**src/rtl/sr_latch_arbiter_pkg.sv**
```systemverilog
// Shared types and defaults for the SR latch arbiter: FSM state encoding,
// default parameter values and a constant clog2 helper.
package sr_latch_arbiter_pkg;

  typedef enum logic [1:0] {
    ST_IDLE  = 2'd0,
    ST_DRIVE = 2'd1,
    ST_GAP   = 2'd2,
    ST_ACK   = 2'd3
  } state_e;

  localparam int DEF_N_REQ     = 4;
  localparam int DEF_PULSE_CYC = 2;
  localparam int DEF_GAP_CYC   = 1;

  function automatic int clog2(input int v);
    int r;
    r = 0;
    while ((1 << r) < v) r++;
    return r;
  endfunction

endpackage

```
**src/rtl/sr_latch_arbiter_rr_pick.sv**
```systemverilog
// Combinational round-robin picker: first asserted request at or after ptr_i,
// searching upward with wrap-around.
module rr_pick
  import sr_latch_arbiter_pkg::*;
#(
  parameter int N_REQ = DEF_N_REQ,
  parameter int PTR_W = clog2(DEF_N_REQ)
) (
  input  logic [N_REQ-1:0] req_i,
  input  logic [PTR_W-1:0] ptr_i,
  output logic             valid_o,
  output logic [PTR_W-1:0] idx_o
);

  logic [PTR_W:0]   sum;
  logic [PTR_W-1:0] pos;

  // Scan farthest-first so the nearest hit to ptr_i is the last one written.
  always_comb begin
    valid_o = 1'b0;
    idx_o   = '0;
    sum     = '0;
    pos     = '0;
    for (int k = N_REQ - 1; k >= 0; k--) begin
      sum = {1'b0, ptr_i} + (PTR_W+1)'(k);
      if (sum >= (PTR_W+1)'(N_REQ)) sum = sum - (PTR_W+1)'(N_REQ);
      pos = sum[PTR_W-1:0];
      if (req_i[pos]) begin
        valid_o = 1'b1;
        idx_o   = pos;
      end
    end
  end

endmodule

```
**src/rtl/sr_latch_arbiter.sv**
```systemverilog
// Round-robin arbiter sharing one SR latch between N_REQ requesters.
// Optional readback check of the latch output enabled by SR_ARB_READBACK_EN.
module sr_latch_arbiter
  import sr_latch_arbiter_pkg::*;
#(
  parameter int N_REQ     = DEF_N_REQ,
  parameter int PULSE_CYC = DEF_PULSE_CYC,
  parameter int GAP_CYC   = DEF_GAP_CYC
) (
  input  logic             clk,
  input  logic             rst,
  input  logic [N_REQ-1:0] req,
  input  logic [N_REQ-1:0] op,
  output logic [N_REQ-1:0] ack,
  output logic             busy,
  output logic             latch_s,
  output logic             latch_r,
  input  logic             latch_q,
  output logic             err
);

  localparam int PTR_W = clog2(N_REQ);
  localparam int CNT_W = clog2((PULSE_CYC > GAP_CYC) ? PULSE_CYC : GAP_CYC) + 1;
  localparam logic [CNT_W-1:0] PULSE_LD = CNT_W'(PULSE_CYC - 1);
  localparam logic [CNT_W-1:0] GAP_LD   = CNT_W'(GAP_CYC - 1);
  localparam logic [PTR_W-1:0] LAST_IDX = PTR_W'(N_REQ - 1);

  state_e           state_q, state_d;
  logic [PTR_W-1:0] ptr_q, ptr_d;
  logic [PTR_W-1:0] g_q, g_d;
  logic             op_g_q, op_g_d;
  logic [CNT_W-1:0] cnt_q, cnt_d;
  logic             s_q, s_d;
  logic             r_q, r_d;
  logic             err_q, err_d;
  logic             pick_vld;
  logic [PTR_W-1:0] pick_idx;

  rr_pick #(
    .N_REQ (N_REQ),
    .PTR_W (PTR_W)
  ) u_pick (
    .req_i   (req),
    .ptr_i   (ptr_q),
    .valid_o (pick_vld),
    .idx_o   (pick_idx)
  );

  // Counter is reloaded on every state entry and counts down to zero.
  always_comb begin
    state_d = state_q;
    ptr_d   = ptr_q;
    g_d     = g_q;
    op_g_d  = op_g_q;
    cnt_d   = cnt_q;
    case (state_q)
      ST_IDLE: begin
        if (pick_vld) begin
          g_d     = pick_idx;
          op_g_d  = op[pick_idx];
          cnt_d   = PULSE_LD;
          state_d = ST_DRIVE;
        end
      end
      ST_DRIVE: begin
        if (cnt_q == '0) begin
          cnt_d   = GAP_LD;
          state_d = ST_GAP;
        end else begin
          cnt_d = cnt_q - 1'b1;
        end
      end
      ST_GAP: begin
        if (cnt_q == '0) begin
          cnt_d   = '0;
          state_d = ST_ACK;
        end else begin
          cnt_d = cnt_q - 1'b1;
        end
      end
      ST_ACK: begin
        ptr_d   = (g_q == LAST_IDX) ? '0 : g_q + 1'b1;
        cnt_d   = '0;
        state_d = ST_IDLE;
      end
      default: state_d = ST_IDLE;
    endcase
    // Drives are decoded from the next state so they rise on DRIVE entry;
    // set and reset come from one bit and its complement, never both.
    s_d = (state_d == ST_DRIVE) &  op_g_d;
    r_d = (state_d == ST_DRIVE) & ~op_g_d;
  end

`ifdef SR_ARB_READBACK_EN
  always_comb begin
    err_d = err_q;
    if ((state_q == ST_ACK) && (latch_q != op_g_q)) err_d = 1'b1;
  end
`else
  logic unused_latch_q;
  assign unused_latch_q = latch_q;
  assign err_d          = 1'b0;
`endif

  always_ff @(posedge clk) begin
    if (rst) begin
      state_q <= ST_IDLE;
      ptr_q   <= '0;
      g_q     <= '0;
      op_g_q  <= 1'b0;
      cnt_q   <= '0;
      s_q     <= 1'b0;
      r_q     <= 1'b0;
      err_q   <= 1'b0;
    end else begin
      state_q <= state_d;
      ptr_q   <= ptr_d;
      g_q     <= g_d;
      op_g_q  <= op_g_d;
      cnt_q   <= cnt_d;
      s_q     <= s_d;
      r_q     <= r_d;
      err_q   <= err_d;
    end
  end

  assign ack     = (state_q == ST_ACK) ? (N_REQ'(1) << g_q) : '0;
  assign busy    = (state_q != ST_IDLE);
  assign latch_s = s_q;
  assign latch_r = r_q;
  assign err     = err_q;

endmodule

```
**config.mk**
```make
export PLATFORM = sky130hd
export DESIGN_NAME = sr_latch_arbiter
export DESIGN_NICKNAME = d
export VERILOG_FILES = /design/src/rtl/sr_latch_arbiter_pkg.sv /design/src/rtl/sr_latch_arbiter_rr_pick.sv /design/src/rtl/sr_latch_arbiter.sv
export SDC_FILE = /design/constraint.sdc
export NUM_CORES = 1
export LEC_CHECK = 0
export ABC_CLOCK_PERIOD_IN_PS = 2000
export CAP_MARGIN = 40
export CORE_MARGIN = 5
export CORE_UTILIZATION = 25
export CTS_CLUSTER_DIAMETER = 50
export DETAILED_ROUTE_END_ITERATION = 7
export DONT_BUFFER_PORTS = 1
export PLACE_DENSITY = 0.37
export SLEW_MARGIN = 10
export SYNTH_ARGS = -nofsm -noshare
export SYNTH_HDL_FRONTEND = slang
export SYNTH_HIERARCHICAL = 1
export SYNTH_SLANG_ARGS = --single-unit
```
**constraint.sdc**
```tcl
create_clock -name clk -period 2 [get_ports clk]
set_input_delay 0.2 -clock clk [delete_from_list [all_inputs] [get_ports clk]]
set_output_delay 0.2 -clock clk [all_outputs]
set_load 0.02 [all_outputs]
```
; ---- Word-level counts from Yosys, hierarchy flattened
; Index checks and enable logic that the tools add are counted.
[op_classes]
n_addsub = 9
magnitude_cmp = 9
eq_ne = 6
shift = 1
muxes = 33
bitwise_logic = 3
reduce_logical = 5
[op_table]
columns = cell, n
row1 = 2-bit 2-to-1 mux, 14
row2 = 2-bit by 3-bit less-than comparator with 1-bit output (second input constant), 5
row3 = 1-bit 2-to-1 mux, 11
row4 = 1-bit binary-select mux with 2-bit select, 5
row5 = 2-bit by 1-bit subtractor with 2-bit output (second input constant), 5
row6 = 3-bit greater-or-equal comparator (second input constant), 3
row7 = 2-bit case mux with 4 select lines, 1
row8 = 2-bit by 2-bit adder with 3-bit output (second input constant), 2
row9 = 2-bit == test (second input constant), 3
row10 = 2-bit case mux with 3 select lines, 1
row11 = 2-bit by 1-bit == test with 1-bit output (second input constant), 2
row12 = 2-bit zero test, 2
row13 = 4-bit 2-to-1 mux, 1
row14 = 1-bit by 2-bit left shift with 4-bit output (first input constant), 1
row15 = 2-bit by 1-bit adder with 3-bit output (second input constant), 1
row16 = 2-bit by 3-bit greater-or-equal comparator with 1-bit output (second input constant), 1
row17 = 2-bit by 1-bit adder with 2-bit output (second input constant), 1
row18 = 1-bit AND, 2
row19 = 2-bit != test (second input constant), 1
row20 = 2-bit AND reduction, 1
row21 = 2-bit nonzero test, 1
row22 = 2-bit OR reduction, 1
row23 = 1-bit inverter, 1
[totals]
ff_bits = 11
in_bits = 11
output_inout_bits = 8
elab_cells = 73

; ---- Depth between registers and ports, before layout
; Gate-level depths: netlist (run 1).
[depth]
ltp_word = 15
depth_mapped = 6
depth_no_buf = 6

; ---- By module
; Netlist (run 1), hierarchy kept.
[by_module_without_submodules]
columns = mod, n_inst, cells_each, area_per_inst_um2, seq_area_each_um2
row1 = sr_latch_arbiter, 1, 70, 661.9, 220.2
row2 = rr_pick, 1, 13, 77.6, 0.0

; ---- Least setup slack after synthesis (run 1)
; Ideal clock, no wire load.
[synth_timing]
path_kind = reg2reg
start = register ptr_q[1]
end = register r_q (netlist: latch_r)
setup_time_ns = 0.100
t_arrival_ns = 1.719
required_time_ns = 1.900
slack_ns = 0.182
stages_incl_launch_ff = 7
path_buffers = 0
synth_period_minus_slack_ns = 1.818
path_cell_list = dfxtp_1 > nand2b_1 > a21oi_1 > a211oi_2 > mux4_2 > nor2b_4 > a2111oi_4
[synth_via]
elab_chain_cells = 15
elab_cells_between_ends = 40
classes_between = add/sub (7) / order compare (4) / eq/ne (1) / mux (26) / bitwise (2)
[synth_lines]
columns = item, line_no
row1 = "start, declared", sr_latch_arbiter.sv:29  ; logic [PTR_W-1:0] ptr_q, ptr_d;
row2 = "start signal, assigned", sr_latch_arbiter.sv:117  ; ptr_q <= ptr_d;
row3 = 2-bit by 2-bit adder with 3-bit output, sr_latch_arbiter_rr_pick.sv:25  ; sum = {1'b0, ptr_i} + (PTR_W+1)'(k);
row4 = 3-bit greater-or-equal comparator or 2-bit by 1-bit subtractor with 2-bit output (tied branches), sr_latch_arbiter_rr_pick.sv:26  ; if (sum >= (PTR_W+1)'(N_REQ)) sum = sum - (PTR_W+1)'(N_REQ);
row5 = 2-bit 2-to-1 mux, sr_latch_arbiter_rr_pick.sv:26
row6 = 1-bit binary-select mux with 2-bit select, sr_latch_arbiter_rr_pick.sv:28  ; if (req_i[pos]) begin
row7 = 1-bit 2-to-1 mux (not written as such), sr_latch_arbiter_rr_pick.sv:28
row8 = 2-bit 2-to-1 mux (3 in a row), sr_latch_arbiter_rr_pick.sv:28
row9 = 2-bit 2-to-1 mux (*), sr_latch_arbiter_rr_pick.sv:28
row10 = named net pick_idx[0], sr_latch_arbiter.sv:37  ; logic [PTR_W-1:0] pick_idx;
row11 = 1-bit binary-select mux with 2-bit select (*), sr_latch_arbiter.sv:60  ; op_g_d = op[pick_idx];
row12 = 1-bit 2-to-1 mux (not written as such) (*), sr_latch_arbiter.sv:60
row13 = 1-bit 2-to-1 mux (*), sr_latch_arbiter.sv:58  ; if (pick_vld) begin
row14 = 1-bit 2-to-1 mux (*), sr_latch_arbiter.sv:56  ; case (state_q)
row15 = 1-bit inverter (*), sr_latch_arbiter.sv:91  ; r_d = (state_d == ST_DRIVE) & ~op_g_d;
row16 = 1-bit AND (*), sr_latch_arbiter.sv:91
row17 = "end signal, assigned", sr_latch_arbiter.sv:122  ; r_q <= r_d;
row18 = "end, declared", sr_latch_arbiter.sv:34  ; logic r_q, r_d;
; The timed path passes the listed nets; every way through them passes the cells marked *. The select of a mux whose other input is x is not followed.
; A chain may end at the register's enable or synchronous reset.

; ---- Worst setup path in the final report (run 1)
[layout_timing]
start = register state_q[1]
end = register r_q (netlist: latch_r)
[layout_via]
elab_chain_cells = 4
elab_cells_between_ends = 12
classes_between = eq/ne (4) / mux (5) / bitwise (2) / reduce/logical (1)
[layout_lines]
columns = item, line_no
row1 = "start, declared", sr_latch_arbiter.sv:28  ; state_e state_q, state_d;
row2 = "start signal, assigned", sr_latch_arbiter.sv:116  ; state_q <= state_d;
row3 = "2-bit == test, or another cell as far along", sr_latch_arbiter.sv:56
row4 = 2-bit case mux with 4 select lines or 1-bit 2-to-1 mux (tied branches), sr_latch_arbiter.sv:56
row5 = 2-bit by 1-bit == test with 1-bit output or 1-bit inverter (tied branches), sr_latch_arbiter.sv:91
row6 = 1-bit AND (*), sr_latch_arbiter.sv:91
; Every way passes the cells marked *; elsewhere a longest branch is shown, timed or not.

==> results of run 1 <==
==> cell families after synthesis <==
kind of cell / after synthesis / share of synthesized area (%)
multiplexers: 5 / 8.46
buffers and inverters: 9 / 5.08
other: 1 / 0.507
flip-flops: 11 / 29.8
AO/OA/AOI/OAI: 13 / 15.9
AND/OR/NAND/NOR: 35 / 25.0
adder cells (fa/ha/maj): 9 / 15.2
==> worst min path at each step <==
stage / endpoint / slack, ns / cells after the start
after global routing: cnt_q[1]$_SDFFE_PP0P_ / 0.08 / 2
final: cnt_q[1]$_SDFFE_PP0P_ / 0.1 / 2
after global placement: g_q[1]$_SDFFE_PP0P_ / 0.27 / 1
after CTS: cnt_q[1]$_SDFFE_PP0P_ / 0.08 / 2
after detailed placement: g_q[1]$_SDFFE_PP0P_ / 0.27 / 1
after floorplan: g_q[0]$_SDFFE_PP0P_ / 0.42 / 3
==> power breakdown <==
group	switching (mW)	total, mW	leakage, nW	internal [mW]
Clock	0.0759	0.153	0.0150	0.0771
Sequential	0.0665	0.336	0.0909	0.270
Combinational	0.210	0.370	0.218	0.160
Total	0.352	0.860	0.324	0.507
==> sequential cells by signal (all words and copies together), names as in the netlist <==
register	flops
g_q	2
latch_s	1
state_q	2
latch_r	1
op_g_q	1
ptr_q	2
cnt_q	2
==> cell type report <==
class | count | share of cell area, %
Timing Repair Buffer | 3 | 3.02
Clock buffer | 4 | 3.17
Sequential cell | 11 | 27.0
Tap cell | 31 | 4.68
Inverter | 7 | 3.17
Multi-Input combinational cell | 63 | 59.0
==> per-layer routing <==
metal	up-vias	part of all wire [%]	routed length [um]	global-route usage, %
met3	2	5.6	86	3.85
met1	262	48	730	10.2
met2	7	46	701	13.0
li1	293	-	-	-
met4	0	0.91	14	3.17
met5	-	0	0	0
==> synthesized netlist by cell type (all sizes together) (2+ instances only) <==
library cell	number	area [sq um]
a211oi	2	20.0
a21oi	5	25.0
and2	4	25.0
dfxtp	11	220
ha	9	113
inv	7	26.3
mux2i	4	40.0
nand2	6	25.0
nand2b	5	31.3
nand3	3	15.0
nor2	10	37.5
nor2b	2	20.0
nor3	2	10.0
==> worst max-delay path, cell delays in order, from the launching register on <==
cell and delay, ns:
dfxtp_1 0.40, inv_1 0.10, ha_1 0.25, or3_1 0.33
a221o_1 0.38, a2111oi_4 0.33
==> metrics by stage <==
step                      worst slack (ns)  area, sq um  util [%]  instances
after floorplan                      0.182          739         -         83
after global placement              0.0331          774      27.6        113
after detailed placement           0.00958          774      27.6        113
after CTS                           0.0645          812      28.9        118
after global routing               0.00592          830      29.6        119
final                                0.115          830      29.6        119
==> repair_timing <==
item	CTS	global route
resized for setup	1	2
setup buffers	0	1
pin swaps	0	2
hold buffers	1	0
endpoints found under the setup margin	1	1
endpoints found under the hold margin	7	0
==> out/qor.yml, run 1 <==
drcViolationCount: 0
antenna_found_initial: 0
cts_tree: "built"
grt_max_degree: 8
initial_core_util_pct: 26.4
nets: 109
cts_made_buffers: 3
crit_path_end: "latch_r$_SDFF_PP0_"
detail-route-antenna-nets: 0
num_rows: 19
period_minus_slack_ns: 1.89
synthCells: 83
synth_nets: 103
cts_buffer_depth: 2
synth-edff-count: 0
finalSetupTns_ns: 0
ys_ff_latch: 11
insertion_delay_ns: 0.27
mostFrequentLayoutCells: "10 x nor2_1, 10 x dfxtp_1, 9 x ha_1"
fin_hold_ws_ns: 0.0967
drt_wl_total_mm: 1.53
setup.worst_path.end_class: "flip-flop"
dieHeight_um: 64.4
syn_avg_cell_area_sq_um: 8.91
power_density_nw_per_um2: 1040
syn_to_final_growth_pct: 12.2
outcome: "complete, no violations"
die_x_um: 64.4
critical_path.startpoint_type: "flip-flop"
reg2reg_depth: 5
hp-start: "rst"
r2r-end: "latch_r$_SDFF_PP0_"
ios: 19
synth_ff_type: "dfxtp_1"
setup_viol: 0
path_max_fanout: 6
cts_sinks: 11
cp_data_required_time_ns: 2.17
rsz0062_at_grt: "false"
multi_input_comb_area_sq_um: 489
total_power_uw: 860
r2r_start: "state_q[1]$_SDFF_PP0_"
fp.dieArea_sq_um: 4150
gp_congestion: 0.698
hpwl_mm: 1.18
h-tree-depth: 1
antennaDiodeCount: 0
slew_violations: 0
startpoint: "state_q[1]$_SDFF_PP0_"
ys_async_sr_fraction_pct: 0
p_leak_nw: 0.324
drtIter0Drc: 9
drtPass1Iterations: 4
avgRoutedWirePerCell_um: 12.9
cts-root-buf: "clkbuf_4"
grt_pass1_vias: 554
vias: 564
finalHoldViolations: 0
vias_per_cell: 4.74
skew_ns: 0.00543
clk_pin_slew_ns: 0.08
yosys_warnings: 6
post-route-period-util_pct: 94.3
ir_worst_vdd_v: 0.000359
netlist_area_sq_um: 739
grt_util_all_layers_pct: 8.41
grt_overflow_total: 0
grt_pass1_wl_mm: 2.66
io_buffers: 0
maxCapViolCount: 0
r2r_slack_ns: 0.11
fmax_mhz: 530
seq_area_sq_um: 224
yosysSeqAreaShare_pct: 29.8
fillCellCount: 301
core_sq_um: 2810
critPathKind: "reg -> reg"
layout-drive-gt1-share_pct: 15.9
hp-class: "in -> reg"
worst_ep_arrival_time_ns: 2.05
synthDistinctLibCells: 29
(Power assumes the default switching activity.)
==> run 2: changes to the inputs <==
--- a/config.mk
+++ b/config.mk
@@ -15,2 +15,3 @@
 export PLACE_DENSITY = 0.37
+export SKIP_LAST_GASP = 1
 export SLEW_MARGIN = 10
--- a/constraint.sdc
+++ b/constraint.sdc
@@ -3,2 +3,2 @@
 set_output_delay 0.2 -clock clk [all_outputs]
-set_load 0.02 [all_outputs]
+set_load 0.1 [all_outputs]
==> run 2 against run 1 <==
Fmax rose by 1.4%; power is 28% higher; final cell count grew 5.9%; sequential share of layout area is 1.4 points lower; utilization grew 1.6 points; register-to-register slack improved by 0.03 ns; flip-flop and latch count unchanged; wire length rose by 6.2%; global-route usage is 0.16 points higher; critical path depth is the same; critical path type unchanged.
==> out/qor.yml, run 2 (synthesis results as in run 1) <==
switchingPower_uw: 554
cts_made_buffers: 3
drtPass1Iterations: 4
power_frac_comb_pct: 57.0
outcome: "complete, no violations"
p_leak_nw: 0.360
slew_violations: 0
p_int_uw: 544
setup_viol: 0
cts_sinks: 11
crit_family: "compound AO/OA/AOI/OAI gates"
power_density_nw_per_um2: 1260
drt_wl_total_mm: 1.63
grt_overflow_total: 0
reg2reg_depth: 5
fmax_mhz: 538
mostFrequentLayoutCells: "10 x nor2_1, 10 x dfxtp_1, 9 x ha_1, 9 x buf_4, 7 x inv_1"
drcViolationCount: 0
placed_area_sq_um: 827
post-route-period-util_pct: 93.0
avgRoutedWirePerCell_um: 12.9
critPathKind: "reg -> reg"
period_minus_slack_ns: 1.86
cts-root-buf: "clkbuf_4"
nets: 116
maxCapViolCount: 0
ios: 19
finalSetupTns_ns: 0
finalHoldViolations: 0
cp_data_required_time_ns: 2.17
syn_to_final_growth_pct: 18.3
antenna_found_initial: 0
r2r_start: "state_q[1]$_SDFF_PP0_"
vias_per_cell: 4.66
antennaDiodeCount: 0
hp-class: "in -> reg"
cts_buffer_depth: 2
critical_path.startpoint_type: "flip-flop"
worst_ep_arrival_time_ns: 2.03
cts_tree: "built"
grt_pass1_vias: 579
setup.worst_path.end_class: "flip-flop"
power.share.clock_pct: 14.4
p_sw_share_pct: 50.5
drtIter0Drc: 12
seqPwrFrac_pct: 28.6
io_buffers: 0
vias: 587
fin_hold_ws_ns: 0.0917
finalInstanceArea_sq_um: 875
hpwl_mm: 1.22
layout-drive-gt1-share_pct: 21.1
cp.buffers_inverters: 1
core_sq_um: 2810
die_x_um: 64.4
gp_congestion: 0.756
rsz0062_at_grt: "false"
grt_max_degree: 8
hp-start: "rst"
worstPathCellList: "inv_1, ha_1, or3_1, a221o_1, a2111oi_4"
detail-route-antenna-nets: 0
cp_slowest_cell: "dfxtp_1"
initial_core_util_pct: 26.4
h-tree-depth: 1
r2r-end: "latch_r$_SDFF_PP0_"
hold_depth: 2
fp.dieArea_sq_um: 4150
ir_worst_vdd_v: 0.000818
holdPathEnd: "cnt_q[1]$_SDFFE_PP0P_"
insertion_delay_ns: 0.27
path_max_fanout: 6
grt_util_all_layers_pct: 8.57
dieHeight_um: 64.4
num_rows: 19
r2r_slack_ns: 0.14
clk_pin_slew_ns: 0.08
skew_ns: 0.00240
critPathMaxStageDelay_ns: 0.41
grt_pass1_wl_mm: 2.67
## run 2: worst max-delay path by stage
stage	startpoint	end	cells after the start
after CTS	ptr_q[1]$_SDFFE_PP0P_	latch_r$_SDFF_PP0_	6
after detailed placement	ptr_q[1]$_SDFFE_PP0P_	latch_r$_SDFF_PP0_	6
after global placement	ptr_q[1]$_SDFFE_PP0P_	latch_r$_SDFF_PP0_	6
after floorplan	ptr_q[1]$_SDFFE_PP0P_	latch_r$_SDFF_PP0_	6
after global routing	ptr_q[1]$_SDFFE_PP0P_	latch_s$_SDFF_PP0_	6
final	state_q[1]$_SDFF_PP0_	latch_r$_SDFF_PP0_	5
## run 2: through the flow
step                utilization, %  power [mW]  cells  setup WS (ns)
global placement              29.5       0.945    120         0.0321
finish                        31.2        1.10    126          0.140
floorplan                        -       0.835     83          0.182
CTS                           30.8        1.11    125         0.0641
global route                  31.2        1.18    126         0.0235
detailed placement            29.5       0.943    120        0.00956
## run 2: metal layers
layer	track usage (%)	part of all wire [%]	vias up
met5	0	0	-
li1	-	-	305
met3	2.28	3.5	2
met2	13.4	46	7
met1	10.3	49	273
met4	5.54	1.2	0
## run 2: power groups by stage
| stage | clock (mW) | sequential (mW) | combinational (mW) |
|---|---|---|---|
| floorplan | 0 | 0.434 | 0.401 |
| finish | 0.158 | 0.314 | 0.626 |
| global route | 0.179 | 0.324 | 0.679 |
| detailed placement | 0 | 0.321 | 0.622 |
| CTS | 0.164 | 0.317 | 0.629 |
| global placement | 0 | 0.322 | 0.623 |
## run 2: worst register-to-register path, cell delays in order (launching register included)
cell	delay, ns
dfxtp_1	0.41
inv_1	0.10
ha_1	0.24
or3_1	0.32
a221o_1	0.37
a2111oi_4	0.32
## run 2: cell type report
type,count,area [sq um]
repair buffers,10,77.6
inverters,7,26.3
fillers,323,1930
well taps,31,38.8
multi-input cells,63,482
clock buffers,4,26.3
flip-flops and latches,11,224
## run 2: what timing repair did
item / 4_1_cts / 5_1_grt
endpoints found under the hold margin: 7 / 0
setup buffers: 0 / 1
endpoints found under the setup margin: 1 / 1
pin swaps: 0 / 2
resized for setup: 1 / 1
hold buffers: 1 / 0
